File: config.mk
export PLATFORM = sky130hd
export DESIGN_NAME = dec_npipe
export DESIGN_NICKNAME = d
export VERILOG_FILES = /design/src/rtl/dec_npipe.sv
export SDC_FILE = /design/constraint.sdc
export NUM_CORES = 1
export LEC_CHECK = 0
export ABC_AREA = 1
export CORE_UTILIZATION = 47
export CTS_CLUSTER_SIZE = 10
export DETAILED_ROUTE_END_ITERATION = 12
export PLACE_DENSITY = 0.82
export SYNTH_ARGS = -nofsm -noshare
export SYNTH_HDL_FRONTEND = slang
export SYNTH_SLANG_ARGS = --single-unit
File: constraint.sdc
create_clock -name clk -period 3.3 [get_ports clk]
set_clock_uncertainty 0.05 [all_clocks]
set_input_delay 0.99 -clock clk [delete_from_list [all_inputs] [get_ports clk]]
set_output_delay 0.99 -clock clk [all_outputs]
set_load 0.02 [all_outputs]
File: src/rtl/dec_npipe.sv
// Single-stage registered address decoder (one-hot / thermometer)
// with valid/ready handshake on both sides and an accept counter.
module dec_npipe #(
  parameter int AW   = 3,
  parameter int NOUT = 8,
  parameter int CW   = 8
) (
  input  logic            clk,
  input  logic            rst_n,
  input  logic            in_valid,
  output logic            in_ready,
  input  logic [AW-1:0]   a,
  input  logic            en,
  input  logic            mode,
  output logic [NOUT-1:0] d,
  output logic            out_valid,
  input  logic            out_ready,
  output logic            err,
  output logic [CW-1:0]   cnt
);

  typedef enum logic {
    EMPTY,
    FULL
  } state_e;

  localparam logic [AW:0] NOUT_L = NOUT[AW:0];

  state_e          state_q, state_d;
  logic [NOUT-1:0] d_q, d_d;
  logic            err_q, err_d;
  logic [CW-1:0]   cnt_q, cnt_d;
  logic [NOUT-1:0] pat;
  logic            in_range;
  logic            accept;

  assign in_ready  = (state_q == EMPTY) || out_ready;
  assign accept    = in_valid && in_ready;
  assign in_range  = {1'b0, a} < NOUT_L;
  assign d         = d_q;
  assign err       = err_q;
  assign out_valid = (state_q == FULL);
  assign cnt       = cnt_q;

  always_comb begin
    pat = '0;
    for (int i = 0; i < NOUT; i++) begin
      pat[i] = mode ? (AW'(i) <= a) : (AW'(i) == a);
    end
  end

  always_comb begin
    state_d = state_q;
    d_d     = d_q;
    err_d   = err_q;
    cnt_d   = cnt_q;
    if (accept) begin
      state_d = FULL;
      d_d     = (en && in_range) ? pat : '0;
      err_d   = en && !in_range;
      cnt_d   = cnt_q + CW'(1);
    end else if (state_q == FULL && out_ready) begin
      // drained: pattern stays, error flag drops
      state_d = EMPTY;
      err_d   = 1'b0;
    end
  end

  always_ff @(posedge clk or negedge rst_n) begin
    if (!rst_n) begin
      state_q <= EMPTY;
      d_q     <= '0;
      err_q   <= 1'b0;
      cnt_q   <= '0;
    end else begin
      state_q <= state_d;
      d_q     <= d_d;
      err_q   <= err_d;
      cnt_q   <= cnt_d;
    end
  end

endmodule

=== Word level (Yosys, flattened, before mapping) ===
Index checks and enable logic that the tools add are counted.

* Add/sub/neg operators: 1
* $lt $le $gt $ge: 8
* Eq/ne operators: 7
* Muxes and demuxes: 12
* Bitwise logic cells: 1
* Reductions and logical operators: 5

{| class="wikitable"
|+ Operator list
! kind !! number
|-
| 3-bit == test, first input constant || 4
|-
| 3-bit <= comparator, first input constant || 4
|-
| 1-bit 2-to-1 mux || 11
|-
| 8-bit by 1-bit adder with 8-bit output, second input constant || 1
|-
| 8-bit 2-to-1 mux || 1
|-
| 2-bit by 3-bit == test with 1-bit output, first input constant || 2
|-
| 1-bit by 3-bit <= comparator with 1-bit output, first input constant || 2
|-
| 2-bit by 3-bit <= comparator with 1-bit output, first input constant || 2
|-
| 1-bit by 3-bit == test with 1-bit output, first input constant || 1
|-
| 3-bit logical NOT || 1
|-
| 1-bit logical AND || 2
|-
| 2-bit nonzero test || 1
|-
| 1-bit logical OR || 1
|-
| 1-bit NOT || 1
|}

* Register bits: 18
* Input bits: 9

=== Logic depth before layout (Yosys ltp) ===
Gate-level depths: netlist of the first run.

* Depth after elaboration: 4
* Depth in mapped cells: 7
* Mapped depth without buffers: 7

=== Worst setup path before layout of the first run ===
No wires, ideal clock.

* Kind: input port to output port
* Start: input port out_ready
* End: output port in_ready
* Arrival time: 1.185 ns
* Data required time: 2.260 ns
* Slack: 1.075 ns
* Stages on the path: 2
* Buffers on the path: 0
* Cell sequence: inv_1 nand2_2

* Cells in the longest elaborated chain, start to end: 1

{| class="wikitable"
|+ RTL lines
! element !! line !! source
|-
| from (decl) || 17 || <nowiki>input logic out_ready,</nowiki>
|-
| 1-bit logical OR || 37 || <nowiki>assign in_ready = (state_q == EMPTY) || out_ready;</nowiki>
|-
| to (decl) || 11 || <nowiki>output logic in_ready,</nowiki>
|}

No other way between the ends.

=== Worst setup path after layout of the first run ===
Same ends and word-level chain as after synthesis.

==> impl_metrics.json, run 1 <==
{
  "outcome": "finished, final reports clean",
  "placementRows": 14,
  "cp.required_ns": 2.26,
  "dieArea_sq_um": 1960,
  "rsz0062_at_grt": "no",
  "htree_levels": 1,
  "grt_max_degree": 18,
  "grt_pass1_vias": 714,
  "n_antenna_cell": 0,
  "cpPeakStageDelay_ns": 0.59,
  "tns_ns": 0,
  "synthArstFlopShare_pct": 100,
  "grt_overflow": 0,
  "cts-root-buf": "clkbuf_4",
  "synth_common_cells": "29 x nand2_1, 17 x dfrtp_1, 16 x inv_1",
  "seq_power_share_pct": 41.6,
  "ys_ff_latch": 17,
  "num-nets-final": 141,
  "ys_warn_count": 0,
  "peakVddDrop_mv": 0.320,
  "synth.largest_area_cell": "dfrtp_1",
  "grt_pass1_wl_microns": 2840,
  "cts_setup_buffers": 0,
  "synth_cells": 101,
  "clk_latency_ns": 0.28,
  "slew_headroom_pct": 50.2,
  "intPower_uw": 471,
  "yosysSeqAreaShare_pct": 50.6,
  "vias": 723,
  "path_cells": "clkdlybuf4s50_1 -> inv_1 -> nand2_2 -> clkdlybuf4s50_1",
  "switching_power_uw": 304,
  "dr_wl_met3_microns": 88,
  "path_buf_inv": 3,
  "numCtsBuffers": 3,
  "pre_cts_ws_ns": 0.106,
  "whs_endpoint": "d[5]",
  "rr_startpoint": "out_valid",
  "holdPathStages": 2,
  "hold_class": "reg2reg",
  "synth.area.top_cells": "dfrtp_1 51%, nand2_1 13%, inv_1 7.1%",
  "synth_area_sq_um": 841,
  "cts_tree": "done",
  "critPathTopFamily": "buffers and inverters",
  "r2r_slack_ns": 2.05,
  "setup_viol": 0,
  "antenna_found_initial": 0,
  "ys_types": 21,
  "fin_hold_ws_ns": 0.453,
  "fin_crit_sh_pct": 96.8,
  "io_buffers": 26,
  "worst_setup_path_start_kind": "input pin",
  "areaGrowthSynthToFinish_pct": 36.5,
  "start_util_pct": 52.7,
  "path_clk_slew_ns": 0.10,
  "crit_type": "in2out",
  "routed_wl_microns": 1630,
  "fin_area_sq_um": 1150,
  "synth.most_common_cell": "nand2_1",
  "hold_buffers": 0,
  "cts_resized": 0,
  "dr.max_layer_used": "met4",
  "hold_violations": 0,
  "cp-end-kind": "output port",
  "post_drt_via_cell_ratio": 4.69,
  "gp_congestion": 0.759,
  "drive_gt1_share_pct": 10.0,
  "synth_top_area_share_pct": 50.6,
  "io_pins": 28,
  "worst_path_most_repeated_cell": "clkdlybuf4s50_1",
  "clock_path_buffers": 2,
  "routedLengthMet1_microns": 689,
  "worstHoldStart": "d[5]",
  "maxSlewViolCount": 0,
  "p_per_area_nw_per_um2": 675,
  "drc": 0,
  "wl_met2_microns": 838,
  "swShare_pct": 39.2,
  "r2r.worst_path.cells": 7,
  "drt-initial-drc-count": 11,
  "fin_util_pct": 72.0,
  "synth_nets": 111,
  "fin_ws_ns": 0.106,
  "core_sq_um": 1590,
  "maxCapViolations": 0,
  "fin_crit_ns": 3.19,
  "clock-sinks": 17,
  "dpl.hpwl_microns": 1260,
  "clkPwrFrac_pct": 14.2,
  "worst_slew_pin_slew_ns": 0.744,
  "postSynthAreaPerCell_sq_um": 8.32,
  "grt_use_total_pct": 19.8,
  "max_freq_mhz": 313,
  "synth_edf_count": 0,
  "p_leak_nw": 0.573,
  "combPwrFrac_pct": 44.1,
  "wl_per_cell_microns": 10.6,
  "drtPass1Iterations": 4,
  "dieHeight_microns": 44.3,
  "reg2reg_to": "cnt[6]",
  "antenna_left": 0,
  "crit_fanout": 2,
  "worstPathArrival_ns": 2.15,
  "place_area_sq_um": 1120,
  "ys.flop_type": "dfrtp_1",
  "critPathSlowestCell": "clkdlybuf4s50_1",
  "die_w_microns": 44.3
}
==> power groups by stage <==
stage / Combinational, mW / Clock (mW) / Sequential, mW
5_1_grt: 0.379 / 0.125 / 0.332
2_1_floorplan: 0.122 / 0 / 0.391
4_1_cts: 0.347 / 0.113 / 0.324
3_3_place_gp: 0.336 / 0 / 0.326
6_report: 0.342 / 0.110 / 0.323
3_5_place_dp: 0.345 / 0 / 0.327
==> logic make-up (layout without fill, tap and decap cells) <==
family | Yosys count | in the layout | share of synthesized area, %
AND/OR/NAND/NOR | 47 | 47 | 25.0
buffers and inverters | 19 | 48 | 9.82
flip-flops | 17 | 17 | 50.6
AO/OA/AOI/OAI | 12 | 12 | 7.59
XOR/XNOR | 4 | 4 | 5.06
adder cells (fa/ha/maj) | 1 | 1 | 1.49
other | 1 | 1 | 0.446
==> sequential cells by signal, indices dropped and copies added, names as in the netlist <==
register	count
out_valid	1
cnt	8
d	8
==> worst max-delay path by stage <==
stage,end,slack [ns],from,cells after the start
floorplan,in_ready,1.07,out_ready,2
global placement,in_ready,0.11,out_ready,4
detailed placement,in_ready,0.11,out_ready,4
CTS,in_ready,0.10,out_ready,4
global route,in_ready,0.07,out_ready,4
finish,in_ready,0.11,out_ready,4
==> placed cells by master (no fill, tap or decap), drive strengths merged <==
master         count
nand2             32
clkdlybuf4s50     26
dfrtp             17
inv               17
o21ai             10
nand3              9
nor2               6
clkbuf             3
xor2               3
a21oi              2
xnor2              1
ha                 1
conb               1
clkinv             1
buf                1
==> routing by layer <==
layer  track usage [%]  vias up
li1                  -      366
met4              5.45        0
met5                 0        -
met2              37.9       28
met1              22.2      327
met3              3.67        2
==> per-stage QoR <==
| stage | cells | power [mW] |
|---|---|---|
| 6_report | 154 | 0.775 |
| 3_3_place_gp | 150 | 0.662 |
| 5_1_grt | 154 | 0.836 |
| 2_1_floorplan | 101 | 0.513 |
| 3_5_place_dp | 150 | 0.673 |
| 4_1_cts | 154 | 0.784 |
==> tightest hold or removal path, delay by kind of cell (launching register included) <==
family	cells	cell delay, ns
DFF	1	0.36
AOI/OAI and AO/OA	1	0.06
and+or+nand+nor	1	0.05
==> final cells by class <==
type	instances	area, sq um
Fill cell	138	447
Sequential cell	17	425
Multi-Input combinational cell	65	333
Timing Repair Buffer	27	268
Inverter	17	63.8
Tap cell	24	30.0
Clock buffer	3	22.5
Clock inverter	1	5.00
Note: power is estimated with default switching activity, not from simulation.
==> run 2: changes to the inputs <==
--- a/config.mk
+++ b/config.mk
@@ -10,6 +10,7 @@
 export CTS_CLUSTER_SIZE = 10
 export DETAILED_ROUTE_END_ITERATION = 12
 export PLACE_DENSITY = 0.82
+export SETUP_SLACK_MARGIN = 0.4
 export SYNTH_ARGS = -nofsm -noshare
 export SYNTH_HDL_FRONTEND = slang
 export SYNTH_SLANG_ARGS = --single-unit
==> run 2 against run 1 <==
Count of clock-buffer cells in the layout is the same. Wire length is the same. Global-route usage is the same. Total power shrank 0.11%. Combinational power is essentially flat. First-iteration DRC count is the same. Critical path depth is the same. Hold slack is the same. Register-to-register slack is essentially flat. Non-clock buffer count is the same.
==> impl_metrics.json, run 2 (synthesis gave the netlist of run 1 again) <==
{
  "max_freq_mhz": 362,
  "worstPathArrival_ns": 1.72,
  "io_buffers": 26,
  "wl_per_cell_microns": 10.6,
  "num-nets-final": 141,
  "rr_startpoint": "out_valid",
  "p_leak_nw": 0.573,
  "path_clk_slew_ns": 0.10,
  "intPower_uw": 470,
  "drt-initial-drc-count": 11,
  "clock_path_buffers": 2,
  "fin_crit_sh_pct": 83.7,
  "final_cell_mix": "29 x nand2_1, 25 x clkdlybuf4s50_1, 17 x dfrtp_1",
  "fin_area_sq_um": 1140,
  "drtPass1Iterations": 4,
  "cp.required_ns": 2.26,
  "worst_slew_pin_slew_ns": 0.744,
  "switching_power_uw": 304,
  "swShare_pct": 39.3,
  "crit_type": "in2out",
  "drc": 0,
  "final_common_cell": "nand2_1",
  "grt_max_degree": 18,
  "tns_ns": 0,
  "cp-end-kind": "output port",
  "dieHeight_microns": 44.3,
  "maxCapViolations": 0,
  "seq_power_share_pct": 41.7,
  "numCtsBuffers": 3,
  "grt_pass1_vias": 714,
  "dieArea_sq_um": 1960,
  "antenna_left": 0,
  "cts_tree": "done",
  "cts_setup_buffers": 0,
  "cts-root-buf": "clkbuf_4",
  "io_pins": 28,
  "die_w_microns": 44.3,
  "vias": 723,
  "drive_gt1_share_pct": 10.8,
  "clkPwrFrac_pct": 14.2,
  "htree_levels": 1,
  "fin_ws_ns": 0.538,
  "grt_overflow": 0,
  "startpoint": "out_ready",
  "cts_resized": 2,
  "n_antenna_cell": 0,
  "core_sq_um": 1590,
  "placementRows": 14,
  "clk_latency_ns": 0.28,
  "peakVddDrop_mv": 0.320,
  "areaGrowthSynthToFinish_pct": 35.9,
  "fin_hold_ws_ns": 0.453,
  "pre_cts_ws_ns": 0.106,
  "hold_class": "reg2reg",
  "post-place-cells": 150,
  "place_area_sq_um": 1120,
  "r2r.worst_path.cells": 7,
  "rsz0062_at_grt": "no",
  "post_drt_via_cell_ratio": 4.69,
  "maxSlewViolCount": 0,
  "worst_setup_path_start_kind": "input pin",
  "start_util_pct": 52.7,
  "grt_pass1_wl_microns": 2840,
  "hold_violations": 0,
  "gp_congestion": 0.759,
  "outcome": "finished, final reports clean",
  "p_per_area_nw_per_um2": 677,
  "fin_crit_ns": 2.76,
  "dpl.hpwl_microns": 1260,
  "holdPathStages": 2,
  "clock-sinks": 17,
  "combPwrFrac_pct": 44.1,
  "setup_viol": 0,
  "routed_wl_microns": 1630,
  "hold_buffers": 0,
  "slew_headroom_pct": 50.2,
  "grt_use_total_pct": 19.8,
  "final_cells": 154,
  "antenna_found_initial": 0,
  "worstHoldStart": "d[5]",
  "crit_fanout": 2
}
==> run 2: critical path, stage by stage <==
cell and delay [ns]:
clkdlybuf4s50_1 0.45, inv_1 0.06, nand2_2 0.06, clkbuf_2 0.16
==> run 2: power groups by stage <==
stage	combinational, mW	clock, mW	sequential [mW]
6_report	0.341	0.110	0.323
3_3_place_gp	0.336	0	0.326
3_5_place_dp	0.345	0	0.327
4_1_cts	0.347	0.113	0.324
2_1_floorplan	0.122	0	0.391
5_1_grt	0.378	0.125	0.332
==> run 2: final cells by class <==
type                       instances  area [sq um]
inverter                          17          63.8
multi-input combinational         65           333
clock buffer                       3          22.5
clock inverter                     1          5.00
sequential                        17           425
tap                               24          30.0
fill                             139           452
timing repair buffer              27           263
==> run 2: path summary, 6_finish.rpt <==
kind / endpoint / slack [ns]
min in group asynchronous: cnt[4] / 1.08
setup / recovery: in_ready / 0.54
setup reg to reg: cnt[6] / 2.05
hold / removal: d[5] / 0.45
max in group asynchronous: d[3] / 1.65
hold reg to reg: d[5] / 0.45
==> run 2: per-layer routing <==
layer | up-vias | wire [microns] | part of all wire (%) | global-route usage [%]
met2 | 28 | 837 | 52 | 37.9
li1 | 366 | - | - | -
met4 | 0 | 9 | 0.55 | 5.45
met5 | - | 0 | 0 | 0
met1 | 327 | 687 | 42 | 22.2
met3 | 2 | 90 | 5.5 | 3.67
==> run 2: stage by stage <==
step,util [%],power [mW]
final,71.7,0.774
after global routing,71.7,0.835
after CTS,72.0,0.784
after detailed placement,70.3,0.673
after global placement,70.3,0.662
after floorplan,-,0.513
